$ cat src/rtl/cdc_handshake_tx_pkg.sv
// Shared types and defaults for the 4-phase req/ack CDC transmitter.
package cdc_tx_pkg;

    typedef enum logic [1:0] {
        IDLE = 2'd0,
        REQ  = 2'd1,
        DROP = 2'd2
    } cdc_tx_state_t;

    localparam int CDC_TX_DATA_W_DEF = 128;

endpackage

$ cat src/rtl/cdc_handshake_tx_if.sv
// Bundle of upstream valid/ready, downstream req/ack and status signals of the CDC transmitter.
interface cdc_handshake_tx_if
    import cdc_tx_pkg::*;
#(
    parameter int DATA_W = CDC_TX_DATA_W_DEF
);

    // Upstream: a word moves when in_valid & in_ready are both 1 at a rising clk edge;
    // in_valid/in_data must not depend on in_ready. Downstream: tx_req rises with tx_data
    // stable, the receiver raises tx_ack, tx_req falls, the receiver drops tx_ack.
    logic              in_valid;
    logic [DATA_W-1:0] in_data;
    logic              in_ready;
    logic              tx_req;
    logic [DATA_W-1:0] tx_data;
    logic              tx_ack;
    logic              busy;
    logic              xfer_done;
    cdc_tx_state_t     fsm_state;

    modport master (
        input  in_valid, in_data, tx_ack,
        output in_ready, tx_req, tx_data, busy, xfer_done, fsm_state
    );

    modport slave (
        output in_valid, in_data, tx_ack,
        input  in_ready, tx_req, tx_data, busy, xfer_done, fsm_state
    );

endinterface

$ cat src/rtl/cdc_handshake_tx_ack_sync.sv
// Multi-flop synchronizer bringing the receiver's asynchronous acknowledge into clk.
module cdc_tx_ack_sync #(
    parameter int SYNC_STAGES = 2
) (
    input  logic clk,
    input  logic n_rst,
    input  logic ack,
    output logic ack_s
);

    logic [SYNC_STAGES-1:0] ff;

    always_ff @(posedge clk or negedge n_rst) begin
        if (!n_rst) ff <= '0;
        else        ff <= {ff[SYNC_STAGES-2:0], ack};
    end

    assign ack_s = ff[SYNC_STAGES-1];

endmodule

$ cat src/rtl/cdc_handshake_tx.sv
// Transmit end of a 4-phase req/ack clock-domain crossing for DATA_W-bit words.
// Optional one-entry skid buffer enabled by defining CDC_TX_SKID_EN.
module cdc_handshake_tx
    import cdc_tx_pkg::*;
#(
    parameter int DATA_W      = CDC_TX_DATA_W_DEF,
    parameter int SYNC_STAGES = 2
) (
    input  logic               clk,
    input  logic               n_rst,
    cdc_handshake_tx_if.master bus
);

    logic              ack_s;
    cdc_tx_state_t     state;
    cdc_tx_state_t     next_state;
    logic [DATA_W-1:0] data_q;
    logic [DATA_W-1:0] launch_data;
    logic              tx_req_q;
    logic              xfer_done_q;
    logic              ready;
    logic              busy;
    logic              accept;
    logic              pending;
    logic              launch;

    cdc_tx_ack_sync #(.SYNC_STAGES(SYNC_STAGES)) u_ack_sync (
        .clk   (clk),
        .n_rst (n_rst),
        .ack   (bus.tx_ack),
        .ack_s (ack_s)
    );

    assign accept = bus.in_valid & ready;

`ifdef CDC_TX_SKID_EN
    logic              skid_full;
    logic [DATA_W-1:0] skid_q;

    // A buffered word always goes out before a newly offered one.
    assign pending     = skid_full | accept;
    assign launch_data = skid_full ? skid_q : bus.in_data;

    always_ff @(posedge clk or negedge n_rst) begin
        if (!n_rst) begin
            skid_full <= 1'b0;
            skid_q    <= '0;
        end else if (launch && skid_full) begin
            skid_full <= 1'b0;
        end else if (accept && !launch) begin
            skid_full <= 1'b1;
            skid_q    <= bus.in_data;
        end
    end
`else
    assign pending     = accept;
    assign launch_data = bus.in_data;
`endif

    always_ff @(posedge clk or negedge n_rst) begin
        if (!n_rst) state <= IDLE;
        else        state <= next_state;
    end

    // A new word only launches once the previous ack has been seen low.
    always_comb begin
        next_state = state;
        launch     = 1'b0;
        case (state)
            IDLE: begin
                if (!ack_s && pending) begin
                    next_state = REQ;
                    launch     = 1'b1;
                end
            end
            REQ: begin
                if (ack_s) next_state = DROP;
            end
            DROP: begin
                if (!ack_s) begin
                    if (pending) begin
                        next_state = REQ;
                        launch     = 1'b1;
                    end else begin
                        next_state = IDLE;
                    end
                end
            end
            default: next_state = IDLE;
        endcase
    end

    always_comb begin
        busy = (state != IDLE);
`ifdef CDC_TX_SKID_EN
        ready = !skid_full;
`else
        ready = (state == IDLE) && !ack_s;
`endif
    end

    // tx_req and xfer_done come straight from flops so the crossing sees no glitches.
    always_ff @(posedge clk or negedge n_rst) begin
        if (!n_rst) begin
            data_q      <= '0;
            tx_req_q    <= 1'b0;
            xfer_done_q <= 1'b0;
        end else begin
            if (launch) data_q <= launch_data;
            tx_req_q    <= (next_state == REQ);
            xfer_done_q <= (state == DROP) && !ack_s;
        end
    end

    assign bus.in_ready  = ready;
    assign bus.busy      = busy;
    assign bus.tx_req    = tx_req_q;
    assign bus.tx_data   = data_q;
    assign bus.xfer_done = xfer_done_q;
    assign bus.fsm_state = state;

endmodule

$ cat src/flat_wrapper.sv
// flat-port wrapper written by rule: the top's interface ports become plain ports
module cdc_handshake_tx_flat import cdc_tx_pkg::*;
#(
    parameter int DATA_W      = CDC_TX_DATA_W_DEF,
    parameter int SYNC_STAGES = 2
)
  (clk, n_rst, bus_in_valid, bus_in_data, bus_tx_ack, bus_in_ready, bus_tx_req, bus_tx_data, bus_busy, bus_xfer_done, bus_fsm_state);
  cdc_handshake_tx_if #(.DATA_W(DATA_W)) bus_i ();
  input  logic clk;
  input  logic n_rst;
  input wire logic [$bits(bus_i.in_valid)-1:0] bus_in_valid;
  input wire logic [$bits(bus_i.in_data)-1:0] bus_in_data;
  input wire logic [$bits(bus_i.tx_ack)-1:0] bus_tx_ack;
  output wire logic [$bits(bus_i.in_ready)-1:0] bus_in_ready;
  output wire logic [$bits(bus_i.tx_req)-1:0] bus_tx_req;
  output wire logic [$bits(bus_i.tx_data)-1:0] bus_tx_data;
  output wire logic [$bits(bus_i.busy)-1:0] bus_busy;
  output wire logic [$bits(bus_i.xfer_done)-1:0] bus_xfer_done;
  output wire logic [$bits(bus_i.fsm_state)-1:0] bus_fsm_state;
  assign bus_i.in_valid = bus_in_valid;
  assign bus_i.in_data = bus_in_data;
  assign bus_i.tx_ack = bus_tx_ack;
  assign bus_in_ready = bus_i.in_ready;
  assign bus_tx_req = bus_i.tx_req;
  assign bus_tx_data = bus_i.tx_data;
  assign bus_busy = bus_i.busy;
  assign bus_xfer_done = bus_i.xfer_done;
  assign bus_fsm_state = bus_i.fsm_state;
  cdc_handshake_tx #(.DATA_W(DATA_W), .SYNC_STAGES(SYNC_STAGES)) u_core (.clk(clk), .n_rst(n_rst), .bus(bus_i));
endmodule
$ cat config.mk
export PLATFORM = sky130hd
export DESIGN_NAME = cdc_handshake_tx_flat
export DESIGN_NICKNAME = d
export VERILOG_FILES = /design/src/rtl/cdc_handshake_tx_pkg.sv /design/src/rtl/cdc_handshake_tx_if.sv /design/src/rtl/cdc_handshake_tx_ack_sync.sv /design/src/rtl/cdc_handshake_tx.sv /design/src/flat_wrapper.sv
export SDC_FILE = /design/constraint.sdc
export NUM_CORES = 1
export LEC_CHECK = 0
export BUFFER_PORTS_ARGS = -buffer_cell sky130_fd_sc_hd__clkbuf_2
export CAP_MARGIN = 0
export CORE_MARGIN = 4
export CORE_UTILIZATION = 45
export DETAILED_ROUTE_END_ITERATION = 10
export GPL_TIMING_DRIVEN = 0
export PLACE_DENSITY_LB_ADDON = 0.2
export SYNTH_ARGS = -nofsm -noshare
export SYNTH_HDL_FRONTEND = slang
export SYNTH_SLANG_ARGS = --single-unit
$ cat constraint.sdc
create_clock -name clk -period 1.8 [get_ports clk]
set_clock_uncertainty 0.1 [all_clocks]
set_input_delay 0.27 -clock clk [delete_from_list [all_inputs] [get_ports clk]]
set_output_delay 0.27 -clock clk [all_outputs]
set_load 0.05 [all_outputs]
==> summary.txt <==
Crit-path slowest cell - dfrtp_2
Status - finished, violations left
Maximum fanout along the worst path - 2
DRC - 0
Final std cells w/o fill - 863
Minimum clock period - 1853 ps
Worst EP required - 1430 ps
Max Slew Vio Count - 0
Final Util - 83.92%
Synthesized cell area - 0.005036 sq mm
Cells after synthesis - 285
Synthesized Nets - 417
Total GRT Usage - 26.61%
DR WL/cell - 20.28 um
Hold Crit Class - input port to async pin
Final worst slack - -52.65 ps
Largest cells by area after synthesis - dfrtp_1, mux2_2, buf_6
Die Wd - 113.8 um
Core Region - 0.01089 sq mm
Hpwl dp - 9473 um
Failing checks - setup timing
Sequential Power Share - 32.1%
Area grow syn2layout - 81.44%
Final setup fails - 102
TritonCTS Buffers - 17
Clock network power share - 22.3%
CP endpoint kind - output pin
Syn. warnings - 0
Vias per cell - 4.881
Drt first pass iters - 4
First-pass GRT wire length - 26020 um
Cell leakage power - 4.616 nW
Antenna Cells - 0
Worst-case vdd ir drop - 1055 uV
Cell taking the most area after synthesis - dfrtp_1
CTS tree - built
Area of the multi-input gates - 0.001972 sq mm
Unrepaired setup endpoints after global routing - yes
Dpl cells - 691
Root cell of the clock tree - clkbuf_8
Clock-pin slew on the worst setup and hold paths - 60 ps
Internal power - 7.854 mW
Reg area - 0.003356 sq mm
Post-route ant nets - 0
Clk_lat worst skew - 520 ps
Clock Tree Buf Depth - 2
Crit Path Class - register to output pin
Die height - 113.8 um
#FFs+latches synth - 134
Distinct cell type count after synthesis - 12
Via count - 4212
Worst slew pin tran - 509.7 ps
Initial drt markers - 197
PD cells - 1507 mW/mm^2
Row Count - 38
Synth top area share - 66.58%
Peak per-stage delay on the critical path - 420 ps
IO Count - 266
Max_cap viols - 0
CP cell instances - or2_4 > nor2_4 > buf_8
Combinational group share of total power - 45.6%
Routed WL - 17500 um
Average size of a mapped cell - 17.67 sq um
Psw - 5.917 mW
Max frequency - 0.5398 GHz
Tcrit/Tclk final - 102.9%
CTS sink cnt - 134
Total power - 13.77 mW
Max_slew headroom - 66.02%
H-tree lvl count - 4
Vias in the first global route - 4786
Filler Cell Count - 520
Largest net degree at the start of global routing - 105
Initial antenna violation count - 0
Initial Util - 46.25%
Die ar. - 0.01295 sq mm
Sw Share - 42.97%
Sequential area share after synthesis - 66.58%
GPL Wtd Cong - 0.7463
Layout cells sized above 1 - 61.83%
Final Hold Viols - 0
CP Launch Type - register
Port Buf Inserts - 265
Nets - 842
Arr. time, crit path - 1480 ps
Total gr overflow - 0
worst max-delay path, delay by kind of cell, from the launching register on:
kind / cells / cell delay [ps]
flip-flops: 1 / 420
AND/OR/NAND/NOR: 2 / 390
buffers and inverters: 1 / 150
logic make-up after synthesis:
family | Yosys count | share of synthesized area (%)
buf+inv | 14 | 3.404
flops | 134 | 66.58
mux | 128 | 28.62
xor+xnor | 1 | 0.1739
simple gates | 8 | 1.218
path summary, 6_finish.rpt:
check                                                       start                                 end  slack [ps]  cells past startpoint
worst max-delay path            u_core.bus.fsm_state[1]$_DFF_PN0_                        bus_in_ready         -50                      3
worst min-delay path                                        n_rst  u_core.bus.tx_data[99]$_DFFE_PN0P_         120                      2
worst max register to register  u_core.bus.fsm_state[1]$_DFF_PN0_  u_core.bus.tx_data[78]$_DFFE_PN0P_         -50                      6
worst min register to register  u_core.u_ack_sync.ff[0]$_DFF_PN0_   u_core.u_ack_sync.ff[1]$_DFF_PN0_         260                      0
max in group asynchronous                                   n_rst   u_core.bus.fsm_state[1]$_DFF_PN0_         680                      3
min in group clk                u_core.u_ack_sync.ff[0]$_DFF_PN0_   u_core.u_ack_sync.ff[1]$_DFF_PN0_         260                      0
state kept, by name (all words and copies together), names as in the netlist:
signal	count
u_core.bus.fsm_state	2
u_core.bus.tx_data	128
u_core.bus.tx_req	1
u_core.bus.xfer_done	1
u_core.u_ack_sync.ff	2
cells in the final DEF (no fill, tap or decap):
| cell type | synthesis | final |
|---|---|---|
| and2_1 | 1 | 1 |
| buf_12 | 2 | 12 |
| buf_16 | 0 | 3 |
| buf_4 | 1 | 3 |
| buf_6 | 11 | 3 |
| buf_8 | 0 | 5 |
| clkbuf_1 | 0 | 7 |
| clkbuf_16 | 0 | 17 |
| clkbuf_2 | 0 | 261 |
| clkbuf_8 | 0 | 7 |
| clkinv_2 | 0 | 3 |
| dfrtp_1 | 134 | 132 |
| dfrtp_2 | 0 | 2 |
| dlygate4sd3_1 | 0 | 131 |
| mux2_2 | 128 | 8 |
| mux2_4 | 0 | 120 |
| nor2_1 | 2 | 1 |
| nor2_4 | 0 | 1 |
| nor3_1 | 2 | 2 |
| nor3b_1 | 1 | 1 |
| nor4b_4 | 1 | 1 |
| or2_4 | 0 | 1 |
| xor2_1 | 1 | 1 |
timing repair:
action | in CTS | in global routing
gates cloned | 3 | 1
endpoints found under the setup margin | 2 | 124
pin swaps | 1 | 2
gates resized for setup | 102 | 58
setup buffers | 5 | 0
hold endpoints to repair | 265 | 0
hold buffers | 131 | 0
through the flow:
step / hold slack, ps / cell area [sq um] / worst slack, ps / setup TNS, ps
3_5_place_dp: 83.61 / 6584 / 35.63 / 0
6_report: 123.0 / 9138 / -52.65 / -2848
3_3_place_gp: 235.8 / 6548 / -1941 / -223470
5_1_grt: 132.1 / 9138 / -135.6 / -11420
2_1_floorplan: -125.6 / 5046 / 30.73 / 0
4_1_cts: 91.34 / 8900 / -63.92 / -1532
layer usage:
metal / routed length, um / vias to the layer above / track usage, %
li1: - / 1857 / -
met1: 6345 / 2084 / 29.21
met2: 9092 / 224 / 45.58
met3: 1448 / 47 / 9.549
met4: 613 / 0 / 13.38
met5: 0 / - / 0
area by class of cell:
class / instances / share of cell area [%]
timing repair buffer: 406 / 31.14
clock buffer: 29 / 5.573
buffer: 14 / 2.903
tap: 140 / 1.917
sequential: 134 / 36.72
multi-input combinational: 137 / 21.58
clock inverter: 3 / 0.1643
power by group through the flow:
| stage | logic, mW | registers [mW] | clock network [mW] |
|---|---|---|---|
| 2_1_floorplan | 0.956 | 7.33 | 0 |
| 3_3_place_gp | 5.26 | 4.31 | 0 |
| 3_5_place_dp | 5.33 | 4.36 | 0 |
| 4_1_cts | 5.98 | 4.33 | 3.09 |
| 5_1_grt | 6.49 | 4.52 | 3.26 |
| 6_report | 6.28 | 4.42 | 3.07 |
cell usage after synthesis, drive strengths merged:
cell   instances
nor4b          1
xor2           1
buf           14
or2            1
nor3           2
nor2           2
mux2         128
dfrtp        134
nor3b          1
and2           1
Note: power is estimated with default switching activity, not from simulation.
